==> src/rtl/if_id_fetch_unit.sv <==
// -----------------------------------------------------------------------------
// if_id_fetch_unit
//
// Fetch PC register and IF/ID pipeline register of the 5-stage MIPS core.
// The next-PC logic hands in npc every cycle. This block registers npc as the
// fetch PC, captures the fetched word into ID, and supplies the ID-stage link
// values (PC+4 as the branch base, PC+8 as the jal link). It also owns stall
// hold, bubble insertion on flush and a count of accepted fetches.
//
// Edge priority: reset > stall > flush_id > normal advance.
//
// Ports
//   clk        in   1   core clock, rising edge
//   reset      in   1   synchronous active-high reset
//   npc        in  32   next fetch PC
//   stall      in   1   hold PC and IF/ID
//   flush_id   in   1   load a bubble into IF/ID (PC still advances)
//   instr_if   in  32   IM read data at pc_if
//   pc_if      out 32   fetch PC (IM address)
//   instr_id   out 32   instruction in ID (0 = sll nop when bubble)
//   pc_id      out 32   PC+4 of the ID instruction
//   pc8_id     out 32   PC+8 of the ID instruction
//   valid_id   out  1   ID holds a real fetched instruction
//   fetch_cnt  out 32   accepted fetches, wraps modulo 2^32
//   adel_id    out  1   ID instruction came from an illegal fetch address
//
// Optional feature macro: FETCH_ADDR_CHECK_EN
//   When defined, npc is checked for word alignment and for lying inside
//   [IM_BASE, IM_BASE+4*IM_WORDS). An illegal fetch still advances the PC with
//   its low bits cleared, but the instruction reaches ID as 0 with adel_id=1.
//   When undefined, adel_id is constant 0 and npc[1:0] is ignored.
// -----------------------------------------------------------------------------
module if_id_fetch_unit #(
   parameter logic [31:0] RESET_PC = 32'h0000_3000,
   parameter logic [31:0] IM_BASE  = 32'h0000_3000,
   parameter int unsigned IM_WORDS = 1024
) (
   input  logic        clk,
   input  logic        reset,
   input  logic [31:0] npc,
   input  logic        stall,
   input  logic        flush_id,
   input  logic [31:0] instr_if,
   output logic [31:0] pc_if,
   output logic [31:0] instr_id,
   output logic [31:0] pc_id,
   output logic [31:0] pc8_id,
   output logic        valid_id,
   output logic [31:0] fetch_cnt,
   output logic        adel_id
);

   // State registers
   logic [31:0] pc_r;
   logic [31:0] instr_id_r;
   logic [31:0] pc_id_r;
   logic [31:0] pc8_id_r;
   logic        valid_id_r;
   logic [31:0] fetch_cnt_r;
   logic        adel_id_r;

   // Next-state values
   logic [31:0] pc_nxt_s;
   logic [31:0] instr_id_nxt_s;
   logic [31:0] pc_id_nxt_s;
   logic [31:0] pc8_id_nxt_s;
   logic        valid_id_nxt_s;
   logic [31:0] fetch_cnt_nxt_s;
   logic        adel_id_nxt_s;

   // What a normal advance loads into ID (may be replaced by the address check)
   logic [31:0] adv_instr_s;
   logic        adv_adel_s;

   // PCs are always word aligned; the low bits of npc never reach pc_if.
   logic [31:0] npc_aligned_s;
   assign npc_aligned_s = {npc[31:2], 2'b00};

`ifdef FETCH_ADDR_CHECK_EN
   // One past the last legal byte address; 33 bits so a region ending at the
   // top of the address space does not wrap to zero.
   localparam logic [32:0] IM_LIMIT = {1'b0, IM_BASE} + (33'(IM_WORDS) * 33'd4);

   logic npc_bad_s;
   logic bad_r;

   assign npc_bad_s = (npc[1:0] != 2'b00)
                   || ({1'b0, npc} <  {1'b0, IM_BASE})
                   || ({1'b0, npc} >= IM_LIMIT);

   // The legality flag travels with pc_if: loaded whenever the PC loads.
   always_ff @(posedge clk) begin
      if (reset) begin
         bad_r <= 1'b0;
      end else if (!stall) begin
         bad_r <= npc_bad_s;
      end else begin
         bad_r <= bad_r;
      end
   end

   // An illegal fetch delivers a nop to ID and raises the address-error flag.
   assign adv_instr_s = bad_r ? 32'd0 : instr_if;
   assign adv_adel_s  = bad_r;
`else
   assign adv_instr_s = instr_if;
   assign adv_adel_s  = 1'b0;

   // Parameters and npc low bits have no function without the address check.
   logic unused_s;
   assign unused_s = ^{IM_BASE, 32'(IM_WORDS), npc[1:0]};
`endif

   // Next-state selection for PC and IF/ID: stall holds, flush bubbles, else advance
   always_comb begin
      pc_nxt_s        = pc_r;
      instr_id_nxt_s  = instr_id_r;
      pc_id_nxt_s     = pc_id_r;
      pc8_id_nxt_s    = pc8_id_r;
      valid_id_nxt_s  = valid_id_r;
      fetch_cnt_nxt_s = fetch_cnt_r;
      adel_id_nxt_s   = adel_id_r;
      if (stall) begin
         // flush_id is deliberately ignored here; the requester keeps it high
         // until the stall drops, so the bubble is inserted then.
         pc_nxt_s        = pc_r;
         instr_id_nxt_s  = instr_id_r;
         valid_id_nxt_s  = valid_id_r;
         fetch_cnt_nxt_s = fetch_cnt_r;
      end else if (flush_id) begin
         pc_nxt_s        = npc_aligned_s;
         instr_id_nxt_s  = 32'd0;
         pc_id_nxt_s     = 32'd0;
         pc8_id_nxt_s    = 32'd0;
         valid_id_nxt_s  = 1'b0;
         adel_id_nxt_s   = 1'b0;
         fetch_cnt_nxt_s = fetch_cnt_r;
      end else begin
         pc_nxt_s        = npc_aligned_s;
         instr_id_nxt_s  = adv_instr_s;
         pc_id_nxt_s     = pc_r + 32'd4;
         pc8_id_nxt_s    = pc_r + 32'd8;
         valid_id_nxt_s  = 1'b1;
         adel_id_nxt_s   = adv_adel_s;
         fetch_cnt_nxt_s = fetch_cnt_r + 32'd1;
      end
   end

   // PC and IF/ID register bank; reset overrides stall and flush
   always_ff @(posedge clk) begin
      if (reset) begin
         pc_r        <= RESET_PC;
         instr_id_r  <= 32'd0;
         pc_id_r     <= 32'd0;
         pc8_id_r    <= 32'd0;
         valid_id_r  <= 1'b0;
         fetch_cnt_r <= 32'd0;
         adel_id_r   <= 1'b0;
      end else begin
         pc_r        <= pc_nxt_s;
         instr_id_r  <= instr_id_nxt_s;
         pc_id_r     <= pc_id_nxt_s;
         pc8_id_r    <= pc8_id_nxt_s;
         valid_id_r  <= valid_id_nxt_s;
         fetch_cnt_r <= fetch_cnt_nxt_s;
         adel_id_r   <= adel_id_nxt_s;
      end
   end

   assign pc_if     = pc_r;
   assign instr_id  = instr_id_r;
   assign pc_id     = pc_id_r;
   assign pc8_id    = pc8_id_r;
   assign valid_id  = valid_id_r;
   assign fetch_cnt = fetch_cnt_r;
   assign adel_id   = adel_id_r;

endmodule

==> config.mk <==
export PLATFORM = sky130hd
export DESIGN_NAME = if_id_fetch_unit
export DESIGN_NICKNAME = d
export VERILOG_FILES = /design/src/rtl/if_id_fetch_unit.sv
export SDC_FILE = /design/constraint.sdc
export NUM_CORES = 1
export LEC_CHECK = 0
export CAP_MARGIN = 20
export CORE_MARGIN = 8
export CORE_UTILIZATION = 48
export CTS_BUF_LIST = sky130_fd_sc_hd__clkbuf_4
export DETAILED_ROUTE_END_ITERATION = 10
export PLACE_DENSITY = 0.83
export SLEW_MARGIN = 30
export SYNTH_ARGS = -nofsm -noshare
export SYNTH_HDL_FRONTEND = slang
export SYNTH_SLANG_ARGS = --single-unit
==> constraint.sdc <==
create_clock -name clk -period 2.65 [get_ports clk]
set_input_delay 0.3975 -clock clk [delete_from_list [all_inputs] [get_ports clk]]
set_output_delay 0.3975 -clock clk [all_outputs]
set_load 0.05 [all_outputs]
Yosys cells after proc, flatten, opt, wreduce, memory -nomap -nowiden:

Cells that the tools add are included.

* register bits: 159
* input bits: 68
* output and inout port bits: 162
* logic and storage cells: 16

* $add $sub $neg: 3
* multiplexer cells: 4
* bitwise operators: 2
* reductions and logical operators: 1

Operator list (number)
* two-way mux 32 bit: 3
* adder 32 x 1 -> 32 bit (second input constant): 1
* adder 32 x 3 -> 32 bit (second input constant): 1
* adder 32 x 4 -> 32 bit (second input constant): 1
* NOT 1 bit: 2
* AND reduction 2 bit: 1
* two-way mux 1 bit: 1

Longest topological paths before layout:

* depth in word-level cells: 2
* mapped depth: 7
* mapped depth without buffers: 5

Worst setup path after synthesis:

OpenSTA, ideal clock, no wires.

* kind: flip-flop to flip-flop
* from: register pc_r[4] (netlist: pc_if[4])
* to: register pc_id_r[21] (netlist: pc_id[21])
* data arrival time: 2.383 ns
* required time: 2.571 ns
* setup slack: 0.188 ns
* cell stages (with the launch flop): 6
* buffers on the path: 0
* period minus slack after synthesis: 2.462 ns
* cell sequence: dfxtp_1 ha_1 nand4_4 or4_1 or4_1 o211ai_1

* word-level cells in the longest chain between the ends: 2

RTL lines
* start, declared: line 54 `logic [31:0] pc_r;`
* start signal, assigned: line 160 `pc_r <= pc_nxt_s;`
* adder 32 x 3 -> 32 bit: line 141 `pc_id_nxt_s = pc_r + 32'd4;`
* two-way mux 32 bit: line 130 `end else if (flush_id) begin`
* end signal, assigned: line 162 `pc_id_r <= pc_id_nxt_s;`
* end, declared: line 56 `logic [31:0] pc_id_r;`

Every way passes these cells.
A chain may end at the register's enable or synchronous reset.

Worst setup path after layout:

* from: register pc_r[5] (netlist: pc_if[5])
* to: output pc_if[5]

RTL lines
* end, declared: line 44 `output logic [31:0] pc_if,`

No word-level cell between the ends.

==> flow_metrics.py <==
metrics = {
    "status": {
        "outcome": "complete, no violations",
    },
    "power_and_ir_drop": {
        "leakage_nw": 3.507,
        "power_w": 0.004888,
        "powerDensity_nw_per_um2": 510.1,
        "ir_drop_mv": 0.2878,
    },
    "global_routing": {
        "grt_overflow": 0,
        "grt_pass1_vias": 6343,
        "gr-usage-all-layers_pct": 22.29,
        "antenna_found_initial": 2,
        "grt_pass1_wl_um": 33240,
        "grt_max_degree": 88,
    },
    "synthesis": {
        "synth_cells": 792,
        "synth_edf_count": 0,
        "ys_warn_count": 0,
        "avgSynthCellArea_sq_um": 8.747,
        "synth_area_sq_um": 6928,
        "synth_area_leader_cell": "dfxtp_1",
        "ys.flop_type": "dfxtp_1",
        "synth_compound_area_share_pct": 15.04,
        "ys_seq_area_share_pct": 44.79,
        "synth.area.top_cells": "dfxtp_1, nor2_1, a22oi_1",
        "synth.distinct_cells": 48,
        "synth_top_area_share_pct": 44.79,
        "synthAdderAreaFrac_pct": 0.5418,
        "async_flop_share_pct": 0,
        "synth_top_family_by_area": "simple AND/OR/NAND/NOR gates",
        "synthXorXnorAreaFrac_pct": 3.540,
        "synthMuxAreaShare_pct": 5.021,
        "synthSimpleGateAreaFrac_pct": 25.97,
        "ys_ff_latch": 155,
    },
    "sta": {
        "drv_slew": 0,
        "fin_crit_ns": 2.484,
        "timing.fmax_mhz": 402.6,
        "tns_ns": 0,
        "maxSlewHeadroom_pct": 39.60,
        "hold_ws_ns": 0.2996,
        "fin_crit_sh_pct": 93.72,
        "setup_viol": 0,
        "fin_ws_ns": 0.1664,
        "rsz0062_at_grt": "false",
        "worst_clock_skew_ns": 0.02660,
        "worst_slew_pin_slew_ns": 0.9060,
        "hold_viol_final": 0,
    },
    "clocking": {
        "cts_buffers": 17,
        "clkLatencyLatePin_ns": 0.56,
        "cts_tree": "done",
        "cts_hold_buf": 0,
        "clockRootBuffer": "clkbuf_4",
        "post-cts-setup-buffers": 0,
        "post_cts_resized": 0,
        "clock-sinks": 155,
        "clkTransAtPathRegs_ns": 0.13,
        "cts_htree_levels": 4,
        "cts_max_path_buffers": 2,
    },
    "placed_design": {
        "port_buffers": 220,
        "post-place-ws_ns": 0.1379,
        "routabilityCongestion": 0.8056,
        "dpl.hpwl_um": 15000,
    },
    "finish": {
        "layout_common_cells": "clkdlybuf4s50_1, dfxtp_1, nor2_1, nand2_1, a22oi_1",
        "final_nets": 1061,
        "layout_commonest_cell": "clkdlybuf4s50_1",
        "drive_above_1_share_pct": 6.979,
        "area_delta_synth_final_pct": 38.31,
    },
    "route": {
        "drc_errors": 0,
        "drt_iter0_drc": 533,
        "route.vias.total": 6732,
        "first_pass_iters": 5,
        "wl_per_cell_um": 17.76,
        "ant_nets": 0,
        "vias_per_cell": 5.667,
        "wl_um": 21100,
    },
    "floorplanning": {
        "fp.dieW_um": 136.1,
        "die-area_sq_um": 18530,
        "boundaryPins": 230,
        "placeableCoreArea_sq_um": 14310,
        "row_count": 44,
        "start_util_pct": 48.40,
        "die_h_um": 136.1,
    },
    "setup_path": {
        "critPathKind": "register to output pin",
        "start_kind": "register",
        "worstPathRequired_ns": 2.25,
        "crit_chain": "clkdlybuf4s50_1",
        "cp_top_family": "buffers and inverters",
        "cp_max_fo": 12,
        "critPathCaptureType": "output pin",
        "cpPeakStageDelay_ns": 0.90,
        "crit_buf_inv": 1,
        "cpMaxStageDelayCell": "clkdlybuf4s50_1",
        "arrival_ns": 2.09,
    },
    "worst_hold_path": {
        "worstHoldPathType": "input port to register",
    },
    "job": {
        "maxCapViolCount": 0,
    },
}
## area by class of cell
cell class,count,area [sq um]
fillers,1205,4732
multi-input cells,568,3513
flip-flops and latches,155,3103
repair buffers,242,2387
well taps,184,230.2
clock inverters,15,195.2
clock buffers,17,127.6
inverters,6,22.52
diodes,1,2.502
## path summary, 6_finish.rpt
check | from | to | slack [ns] | cells past startpoint
max | pc_if[5] | pc_if[5] | 0.17 | 1
min | stall | fetch_cnt[5] | 0.30 | 5
max reg2reg | pc_if[4] | pc_id[21] | 0.44 | 5
min reg2reg | pc_id[26] | pc_id[26] | 0.47 | 2
## metal layers
| layer | global-route usage, % | up-vias | routed length, um |
|---|---|---|---|
| met3 | 6.984 | 44 | 1476 |
| met4 | 9.579 | 2 | 606 |
| li1 | - | 3281 | - |
| met1 | 26.60 | 3201 | 8772 |
| met2 | 36.27 | 204 | 10230 |
| met5 | 0 | - | 13 |
## cells in the mapped netlist, types with 4 or more instances
cell type	number
a211o_1	6
a21boi_0	4
a21oi_1	32
a221o_1	7
a22oi_1	39
a31oi_1	4
and2_1	8
and3_1	11
and4_1	19
buf_1	10
buf_2	9
buf_4	9
clkbuf_1	38
dfxtp_1	155
inv_1	6
mux2_2	4
mux2i_1	28
nand2_1	64
nand3_1	38
nand4_1	23
nor2_1	102
nor2b_1	9
nor3_1	15
nor3b_1	4
nor4_1	10
o211ai_1	13
o21ai_0	21
o31ai_1	14
or3_1	5
or4_1	30
xnor2_1	13
xor2_1	15
## report_power, final
part	internal (W)	total, W	leakage (nW)	switching (W)
sequential	0.00240	0.00249	1.26	0.0000897
combinational	0.000294	0.000775	2.07	0.000481
clock	0.000750	0.00162	0.172	0.000871
## tightest hold or removal path, stage by stage
cell and delay [ns]:
buf_4 0.10, or3b_4 0.12, nor3_1 0.05, xnor2_1 0.12, nor2_1 0.04
## registers in the layout, indices dropped and copies added (netlist names)
signal,flops
pc_if,30
instr_id,32
pc8_id,30
fetch_cnt,32
pc_id,30
valid_id,1
## stage by stage
step                util [%]  instance area (sq um)  cells
global placement       64.67                   9256   1155
floorplan                  -                   6950    798
global route           66.94                   9582   1188
detailed placement     64.67                   9256   1155
CTS                    66.92                   9579   1187
finish                 66.94                   9582   1188
## kinds of logic (layout without fill, tap and decap cells)
group / count (synthesis) / in the layout
AOI/OAI and AO/OA: 152 / 152
xor gates and xnor gates: 28 / 28
adders and majority gates: 3 / 3
buffers and inverters: 75 / 280
DFF: 155 / 155
muxes: 34 / 34
other: 1 / 8
and+or+nand+nor: 344 / 344
Power figures use the tool's default switching activity.
